==> src/rtl/alu_md_control_if.sv <==
// Decode-side bundle between the instruction pipeline and alu_md_control.
interface alu_md_control_if #(
  parameter int CTRL_W = 4
);
  logic              valid_in;
  logic [1:0]        ALUOpcode;
  logic [5:0]        op_5_0;
  logic [CTRL_W-1:0] ALUControl;
  logic              ctrl_valid;
  logic              md_start;
  logic [1:0]        md_op;
  logic              stall;
  logic              hilo_we;
  logic              illegal_op;

  modport master (
    output valid_in, ALUOpcode, op_5_0,
    input  ALUControl, ctrl_valid, md_start, md_op, stall, hilo_we, illegal_op
  );

  modport slave (
    input  valid_in, ALUOpcode, op_5_0,
    output ALUControl, ctrl_valid, md_start, md_op, stall, hilo_we, illegal_op
  );
endinterface

==> src/rtl/alu_md_control.sv <==
// ALU control decoder with multiply/divide sequencing (IDLE/BUSY/DONE).
// Optional feature: define ALU_CTRL_ILLEGAL_TRAP_EN to flag undefined encodings on illegal_op.
module alu_md_control #(
  parameter int CTRL_W  = 4,
  parameter int MUL_LAT = 4,
  parameter int DIV_LAT = 32
) (
  input  logic            clk,
  input  logic            rst,
  alu_md_control_if.slave bus
);

`ifdef ALU_CTRL_ILLEGAL_TRAP_EN
  localparam bit TRAP_EN = 1'b1;
`else
  localparam bit TRAP_EN = 1'b0;
`endif

  localparam int MAX_LAT = (MUL_LAT > DIV_LAT) ? MUL_LAT : DIV_LAT;
  localparam int CNT_W   = $clog2(MAX_LAT);
  localparam logic [CNT_W-1:0] MUL_LOAD = CNT_W'(MUL_LAT - 1);
  localparam logic [CNT_W-1:0] DIV_LOAD = CNT_W'(DIV_LAT - 1);

  typedef enum logic [1:0] {IDLE, BUSY, DONE} state_t;

  state_t            state_q, state_d;
  logic [CNT_W-1:0]  cnt_q, cnt_d;
  logic [CTRL_W-1:0] ctrl_q, ctrl_d;
  logic              cv_q, cv_d;
  logic              start_q, start_d;
  logic [1:0]        op_q, op_d;
  logic              hilo_q, hilo_d;
  logic              ill_q, ill_d;

  logic [3:0]        dec_code;
  logic              dec_md;
  logic              dec_illegal;
  logic              accept;

  always_comb begin
    dec_code    = 4'b0010;
    dec_md      = 1'b0;
    dec_illegal = 1'b0;
    case (bus.ALUOpcode)
      2'b00: dec_code = 4'b0010;
      2'b01: dec_code = 4'b0110;
      2'b10: begin
        case (bus.op_5_0)
          6'b100000, 6'b100001: dec_code = 4'b0010;
          6'b100010, 6'b100011: dec_code = 4'b0110;
          6'b100100: dec_code = 4'b0000;
          6'b100101: dec_code = 4'b0001;
          6'b100110: dec_code = 4'b0011;
          6'b100111: dec_code = 4'b1100;
          6'b101010: dec_code = 4'b0111;
          6'b101011: dec_code = 4'b1000;
          6'b000000: dec_code = 4'b1001;
          6'b000010: dec_code = 4'b1010;
          6'b000011: dec_code = 4'b1011;
          6'b011000, 6'b011001, 6'b011010, 6'b011011: dec_md = 1'b1;
          default:   dec_illegal = 1'b1;
        endcase
      end
      default: dec_illegal = 1'b1;
    endcase
  end

  assign accept = bus.valid_in && (state_q != BUSY);

  always_comb begin
    state_d = state_q;
    cnt_d   = cnt_q;
    ctrl_d  = ctrl_q;
    cv_d    = 1'b0;
    start_d = 1'b0;
    op_d    = op_q;
    // hilo_we trails DONE by one cycle so a back-to-back op's md_start lines up with it
    hilo_d  = (state_q == DONE);
    ill_d   = 1'b0;
    case (state_q)
      IDLE, DONE: begin
        state_d = IDLE;
        if (accept) begin
          if (dec_md) begin
            state_d = BUSY;
            start_d = 1'b1;
            op_d    = bus.op_5_0[1:0];
            cnt_d   = bus.op_5_0[1] ? DIV_LOAD : MUL_LOAD;
          end else begin
            ctrl_d = CTRL_W'(dec_code);
            cv_d   = 1'b1;
            ill_d  = TRAP_EN && dec_illegal;
          end
        end
      end
      BUSY: begin
        if (cnt_q == '0) state_d = DONE;
        else             cnt_d   = cnt_q - CNT_W'(1);
      end
      default: state_d = IDLE;
    endcase
  end

  always_ff @(posedge clk or negedge rst) begin
    if (!rst) begin
      state_q <= IDLE;
      cnt_q   <= '0;
      ctrl_q  <= '0;
      cv_q    <= 1'b0;
      start_q <= 1'b0;
      op_q    <= '0;
      hilo_q  <= 1'b0;
      ill_q   <= 1'b0;
    end else begin
      state_q <= state_d;
      cnt_q   <= cnt_d;
      ctrl_q  <= ctrl_d;
      cv_q    <= cv_d;
      start_q <= start_d;
      op_q    <= op_d;
      hilo_q  <= hilo_d;
      ill_q   <= ill_d;
    end
  end

  assign bus.ALUControl = ctrl_q;
  assign bus.ctrl_valid = cv_q;
  assign bus.md_start   = start_q;
  assign bus.md_op      = op_q;
  assign bus.stall      = (state_q == BUSY);
  assign bus.hilo_we    = hilo_q;
  assign bus.illegal_op = ill_q;

endmodule

==> src/flat_wrapper.sv <==
// flat-port wrapper written by rule: the top's interface ports become plain ports
module alu_md_control_flat 
#(
  parameter int CTRL_W  = 4,
  parameter int MUL_LAT = 4,
  parameter int DIV_LAT = 32
)
  (clk, rst, bus_valid_in, bus_ALUOpcode, bus_op_5_0, bus_ALUControl, bus_ctrl_valid, bus_md_start, bus_md_op, bus_stall, bus_hilo_we, bus_illegal_op);
  alu_md_control_if #(.CTRL_W(CTRL_W)) bus_i ();
  input  logic clk;
  input  logic rst;
  input wire logic [$bits(bus_i.valid_in)-1:0] bus_valid_in;
  input wire logic [$bits(bus_i.ALUOpcode)-1:0] bus_ALUOpcode;
  input wire logic [$bits(bus_i.op_5_0)-1:0] bus_op_5_0;
  output wire logic [$bits(bus_i.ALUControl)-1:0] bus_ALUControl;
  output wire logic [$bits(bus_i.ctrl_valid)-1:0] bus_ctrl_valid;
  output wire logic [$bits(bus_i.md_start)-1:0] bus_md_start;
  output wire logic [$bits(bus_i.md_op)-1:0] bus_md_op;
  output wire logic [$bits(bus_i.stall)-1:0] bus_stall;
  output wire logic [$bits(bus_i.hilo_we)-1:0] bus_hilo_we;
  output wire logic [$bits(bus_i.illegal_op)-1:0] bus_illegal_op;
  assign bus_i.valid_in = bus_valid_in;
  assign bus_i.ALUOpcode = bus_ALUOpcode;
  assign bus_i.op_5_0 = bus_op_5_0;
  assign bus_ALUControl = bus_i.ALUControl;
  assign bus_ctrl_valid = bus_i.ctrl_valid;
  assign bus_md_start = bus_i.md_start;
  assign bus_md_op = bus_i.md_op;
  assign bus_stall = bus_i.stall;
  assign bus_hilo_we = bus_i.hilo_we;
  assign bus_illegal_op = bus_i.illegal_op;
  alu_md_control #(.CTRL_W(CTRL_W), .MUL_LAT(MUL_LAT), .DIV_LAT(DIV_LAT)) u_core (.clk(clk), .rst(rst), .bus(bus_i));
endmodule
==> config.mk <==
export PLATFORM = sky130hd
export DESIGN_NAME = alu_md_control_flat
export DESIGN_NICKNAME = d
export VERILOG_FILES = /design/src/rtl/alu_md_control_if.sv /design/src/rtl/alu_md_control.sv /design/src/flat_wrapper.sv
export SDC_FILE = /design/constraint.sdc
export NUM_CORES = 1
export LEC_CHECK = 0
export BUFFER_PORTS_ARGS = -buffer_cell sky130_fd_sc_hd__buf_2
export CAP_MARGIN = 20
export CORE_MARGIN = 3
export CORE_UTILIZATION = 46
export DETAILED_ROUTE_END_ITERATION = 7
export PLACE_DENSITY = 0.76
export SLEW_MARGIN = 20
export SYNTH_ARGS = -nofsm -noshare
export SYNTH_HDL_FRONTEND = slang
export SYNTH_SLANG_ARGS = --single-unit
export TNS_END_PERCENT = 10
==> constraint.sdc <==
create_clock -name clk -period 3.63 [get_ports clk]
set_input_delay 0.1815 -clock clk [delete_from_list [all_inputs] [get_ports clk]]
set_output_delay 0.1815 -clock clk [all_outputs]
set_load 0.01 [all_outputs]
==> results.cfg, run 1 <==
[critical_path]
crit_required_ns = 3.81
cp-end-kind = register
reg2reg_from = u_core.cnt_q[0]
rr_worst_depth = 6
path_depth = 6
crit_end = u_core.cnt_q[0]
crit_chain = inv_1 > ha_1 > or4b_1 > and2_1 > nor2_1 > a21oi_1
worst-r2r-setup-slack_ns = 1.85
critPathTopFamily = simple AND/OR/NAND/NOR gates
critical_path_buf_inv_count = 1
startpoint = u_core.cnt_q[0]
start_kind = register
cp.arrival_ns = 1.96
r2r_end = u_core.cnt_q[0]
crit_fanout = 5
crit_path_max_incr_delay_ns = 0.48
criticalPathCategory = register to register
cp_slowest_cell = or4b_1

[logic_synthesis]
synth_top_area_cell = dfrtp_1
synth_top_area_share_pct = 42.4
seq_area_frac_synth_pct = 42.4
yosysWarnings = 0
synth_nets = 119
synth_area_sq_um = 943
avgSynthCellArea_sq_um = 9.07
synth_area_leaders = dfrtp_1 (42%), ha_1 (5.3%), nor3_1 (4.8%), a21oi_1 (3.7%), inv_1 (3.6%)
synth_cell_type_count = 35
synth_seq_cells = 16
synthCells = 104

[floorplan]
die_w_um = 51.3
coreArea_sq_um = 1820
row_count = 15
die_h_um = 51.3
die-area_sq_um = 2630
start_util_pct = 51.8
boundaryPins = 22

[clock_tree]
cts_max_level = 1
clock_path_buffers = 2
cts.sinks = 16
root_buffer = clkbuf_4
cts_tree = yes
path_clk_slew_ns = 0.09
cts_buffers = 3
cts_resized = 0
post-cts-setup-buffers = 0
clock_latency_ns = 0.29

[route]
drt_pre_antenna_iters = 4
drc = 0
drt_iter0_drc = 26
route.final.wire_length_um = 1920
ant_nets = 0
vias = 827
avgRoutedWirePerCell_um = 12.9
avgViaCountPerCell = 5.55

[placed_design]
io_buffers = 20
place.gp.congestion = 0.818
dp_hpwl_um = 1430

[cells_and_area]
final_common_cell = buf_2
layout_common_cells = buf_2 (20), dfrtp_1 (16), inv_1 (9), nor3_1 (9)
n_antenna_cell = 0
multiInputGateArea_sq_um = 487
regArea_sq_um = 400
area_delta_synth_final_pct = 16.4
drive_gt1_share_pct = 23.4
nets = 140
nFillCells = 173

[pwr]
p_per_area_nw_per_um2 = 521
p_leak_uw = 0.000538
vdd_ir_drop_max_uv = 366
finalPower_uw = 573

[timing]
max_freq_mhz = 562
skew_ns = 0.000410
setup_viol = 0
hold_viol = 0
rsz0062_at_grt = no
fin_crit_sh_pct = 49.0
drv_slew = 0
tns_ns = 0
layout_min_cycle_time_ns = 1.78

[outcome]
status = completed

[grt]
antenna_found_initial = 0
grt_util_met3_pct = 4.96
first_global_vias = 770
busiest_layer = met2
grt_max_degree = 17
overflow = 0
use_met2_pct = 27.9
grt_usage_pct = 17.8
grt_use_met1_pct = 22.0
grt_pass1_wl_um = 3490

[job]
maxCapViolCount = 0

[hold_path]
hold_class = input pin to register
repair_timing:
action / in CTS / in global routing
setup endpoints to repair: 0 / 0
endpoints found under the hold margin: 16 / 0
hold buffers: 1 / 0
flip-flops by register name (all words and copies together) (netlist names):
signal	cells
u_core.cnt_q	5
u_core.bus.md_op	2
u_core.bus.md_start	1
u_core.state_q	2
u_core.bus.ctrl_valid	1
u_core.bus.hilo_we	1
u_core.bus.ALUControl	4
layer usage:
metal / share of wire, % / vias to the layer above
met2: 44 / 23
li1: - / 407
met4: 2.8 / 0
met5: 0 / -
met1: 47 / 391
met3: 5.8 / 6
stage by stage:
stage	setup slack [ns]	cell area [sq um]	hold WS (ns)	cells	util, %
floorplan	2.02	943	-0.114	104	-
global placement	1.92	1050	0.105	144	57.8
detailed placement	1.87	1050	0.110	144	57.8
CTS	1.86	1100	0.191	149	60.3
global route	1.68	1100	0.228	149	60.3
finish	1.85	1100	0.206	149	60.3
kinds of logic (layout without fill, tap and decap cells):
kind of cell	count (synthesis)	count (layout)	synth area share, %
simple gates	40	40	24.5
compound gates	24	24	16.0
flops	16	16	42.4
buf+inv	14	34	5.97
fa+ha+maj	4	4	5.31
mux	3	3	3.45
xor+xnor	2	2	1.86
other cells	1	1	0.397
worst min path at each step:
stage                                     endpoint  depth (start not counted)     startpoint  slack [ns]
final                     u_core.bus.ALUControl[1]                          3  bus_op_5_0[4]        0.21
after CTS                 u_core.bus.ALUControl[1]                          3  bus_op_5_0[4]        0.19
after global placement       u_core.bus.ctrl_valid                          1            rst        0.10
after detailed placement     u_core.bus.ctrl_valid                          1            rst        0.11
after floorplan           u_core.bus.ALUControl[0]                          0            rst       -0.11
after global routing      u_core.bus.ALUControl[1]                          3  bus_op_5_0[4]        0.23
layout make-up:
cell class                 count  area share [%]
tap                           25            2.85
timing repair buffer          21            10.0
multi-input combinational     74            44.3
clock buffer                   4            3.30
inverter                       9            3.08
sequential                    16            36.4
where the power goes:
part | total, uW | switching (uW) | internal, uW
clock | 117 | 55.7 | 61.2
sequential | 254 | 32.3 | 222
combinational | 202 | 120 | 81.6
synthesized netlist by cell type (all sizes together):
master  instances
or3             1
a22oi           1
and2            2
ha              4
a21oi           7
or2             1
clkbuf          4
xor2            2
nand4b          2
o22ai           2
nor2b           3
nand2           4
nand3           3
buf             1
o21ai           5
a22o            1
nor3b           1
a211oi          3
nand2b          3
nor2            7
o22a            1
mux2i           1
conb            1
or4b            1
o21bai          1
a31oi           1
dfrtp          16
inv             9
o311ai          1
mux2            2
or4             1
nor3           10
o32ai           1
nor4b           1
worst reg2reg max path: stages (launching register included):
cell and delay [ns]:
dfrtp_1 0.38, inv_1 0.12, ha_1 0.17, or4b_1 0.48, and2_1 0.24, nor2_1 0.18, a21oi_1 0.10
Power figures use the tool's default switching activity.
==> inputs of run 2 (changes only) <==
==> constraint.sdc (replaced) <==
create_clock -name clk -period 1.65 [get_ports clk]
set_input_delay 0.0825 -clock clk [delete_from_list [all_inputs] [get_ports clk]]
set_output_delay 0.0825 -clock clk [all_outputs]
set_load 0.01 [all_outputs]
==> run 2 against run 1 <==
- hold slack worse by 0.068 ns
- non-clock buffer count up 9
- total power up 140%
- combinational power rose to 3.2 times the previous value
- critical endpoint is now u_core.cnt_q[3]
- global-route usage up 0.051 points
- die area unchanged
- critical path type unchanged
- clock power up 63%
- final area up 9.3%
- clock skew up 0.00073 ns
==> results.cfg, run 2 (synthesized netlist as in run 1, its figures left out) <==
[timing]
rsz0062_at_grt = yes
setup_viol = 0
hold_viol = 0
fin_ws_ns = 0.0284
skew_ns = 0.00114
fin_crit_sh_pct = 98.3
layout_min_cycle_time_ns = 1.62
drv_slew = 0
max_freq_mhz = 617

[cells_and_area]
largest_register_ffs = 5
area_delta_synth_final_pct = 27.3
n_antenna_cell = 0
nFillCells = 152
regMostFlops = u_core.cnt_q
nets = 149
drive_gt1_share_pct = 35.6
final_core_utilization_pct = 66.0
instances_no_fill = 157
final_common_cell = buf_2
layout_common_cells = buf_2 (20), dfrtp_1 (16), buf_4 (9)

[placed_design]
dp_hpwl_um = 1600
io_buffers = 20
dp_cells = 152
pre_cts_ws_ns = -0.0797
place.gp.congestion = 0.856

[floorplan]
die_w_um = 51.3
die_h_um = 51.3
boundaryPins = 22
row_count = 15
die-area_sq_um = 2630
coreArea_sq_um = 1820
start_util_pct = 51.8

[clock_tree]
root_buffer = clkbuf_4
clock_latency_ns = 0.28
path_clk_slew_ns = 0.08
cts_tree = yes
cts.sinks = 16
clock_path_buffers = 2
cts_buffers = 3
cts_max_level = 1

[critical_path]
criticalPathCategory = register to register
crit_required_ns = 1.81
start_kind = register
cp.arrival_ns = 1.78
crit_chain = inv_2 > ha_1 > or4b_4 > and2_4 > nor3_4 > nor3_1
crit_fanout = 5
crit_path_max_incr_delay_ns = 0.49
cp-end-kind = register
cp_slowest_cell = or4b_4

[route]
route.final.wire_length_um = 2230
avgViaCountPerCell = 5.52
drt_iter0_drc = 29
drt_pre_antenna_iters = 4
drc = 0
avgRoutedWirePerCell_um = 14.2
ant_nets = 0
vias = 866

[grt]
grt_usage_pct = 17.9
first_global_vias = 810
overflow = 0
antenna_found_initial = 0
grt_pass1_wl_um = 3610
grt_max_degree = 17

[hold_path]
hold_class = input pin to register

[outcome]
status = completed

[pwr]
p_leak_uw = 0.000585
p_per_area_nw_per_um2 = 1160
vdd_ir_drop_max_uv = 928

[job]
maxCapViolCount = 0
## run 2: power by group
group,leakage [uW],switching (uW),internal [uW]
Clock,0.0000138,106,84.6
Combinational,0.000369,356,294
Sequential,0.000202,62.9,488
Total,0.000585,525,867
## run 2: path summary, 6_finish.rpt
path / from / to / slack, ns / cells after the start
max: u_core.cnt_q[0] / u_core.cnt_q[3] / 0.03 / 6
min: bus_op_5_0[4] / u_core.bus.ALUControl[1] / 0.14 / 3
max reg2reg: u_core.cnt_q[0] / u_core.cnt_q[3] / 0.03 / 6
min reg2reg: u_core.state_q[0] / u_core.bus.hilo_we / 0.45 / 1
max in group asynchronous: rst / u_core.bus.ALUControl[3] / 1.14 / 2
min in group asynchronous: rst / u_core.bus.ctrl_valid / 0.24 / 2
## run 2: routing by layer
metal | up-vias | GRT usage [%] | routed length (um)
li1 | 425 | - | -
met1 | 402 | 23.4 | 943
met2 | 37 | 30.5 | 1090
met3 | 2 | 5.25 | 184
met4 | 0 | 1.31 | 12
met5 | - | 0 | 0
## run 2: metrics by stage
stage | TNS (ns) | area [sq um] | power [uW] | hold WS, ns
after floorplan | 0 | 943 | 868 | -0.213
after global placement | 0 | 1110 | 1060 | 0.00647
after detailed placement | -0.231 | 1110 | 1090 | 0.0167
after CTS | 0 | 1160 | 1310 | 0.134
after global routing | -0.103 | 1200 | 1490 | 0.150
final | 0 | 1200 | 1390 | 0.138
## run 2: final cells by class
type / instances / area [sq um] / area share [%]
flip-flops and latches: 16 / 400 / 33.3
well taps: 25 / 31.3 / 2.60
repair buffers: 30 / 178 / 14.8
clock buffers: 3 / 22.5 / 1.88
multi-input cells: 74 / 536 / 44.6
inverters: 9 / 33.8 / 2.81
## run 2: what timing repair did
action,4_1_cts,5_1_grt
hold buffers,1,0
buffers inserted,0,1
endpoints found under the hold margin,16,0
resized for setup,5,9
setup endpoints to repair,6,7
cloned,0,0
pin swaps,0,1
## run 2: worst max-delay path, delay by kind of cell (launching register included)
kind          cells  cell delay [ns]
fa+ha+maj         1             0.14
flops             1             0.39
buf+inv           1             0.07
simple gates      4             0.90
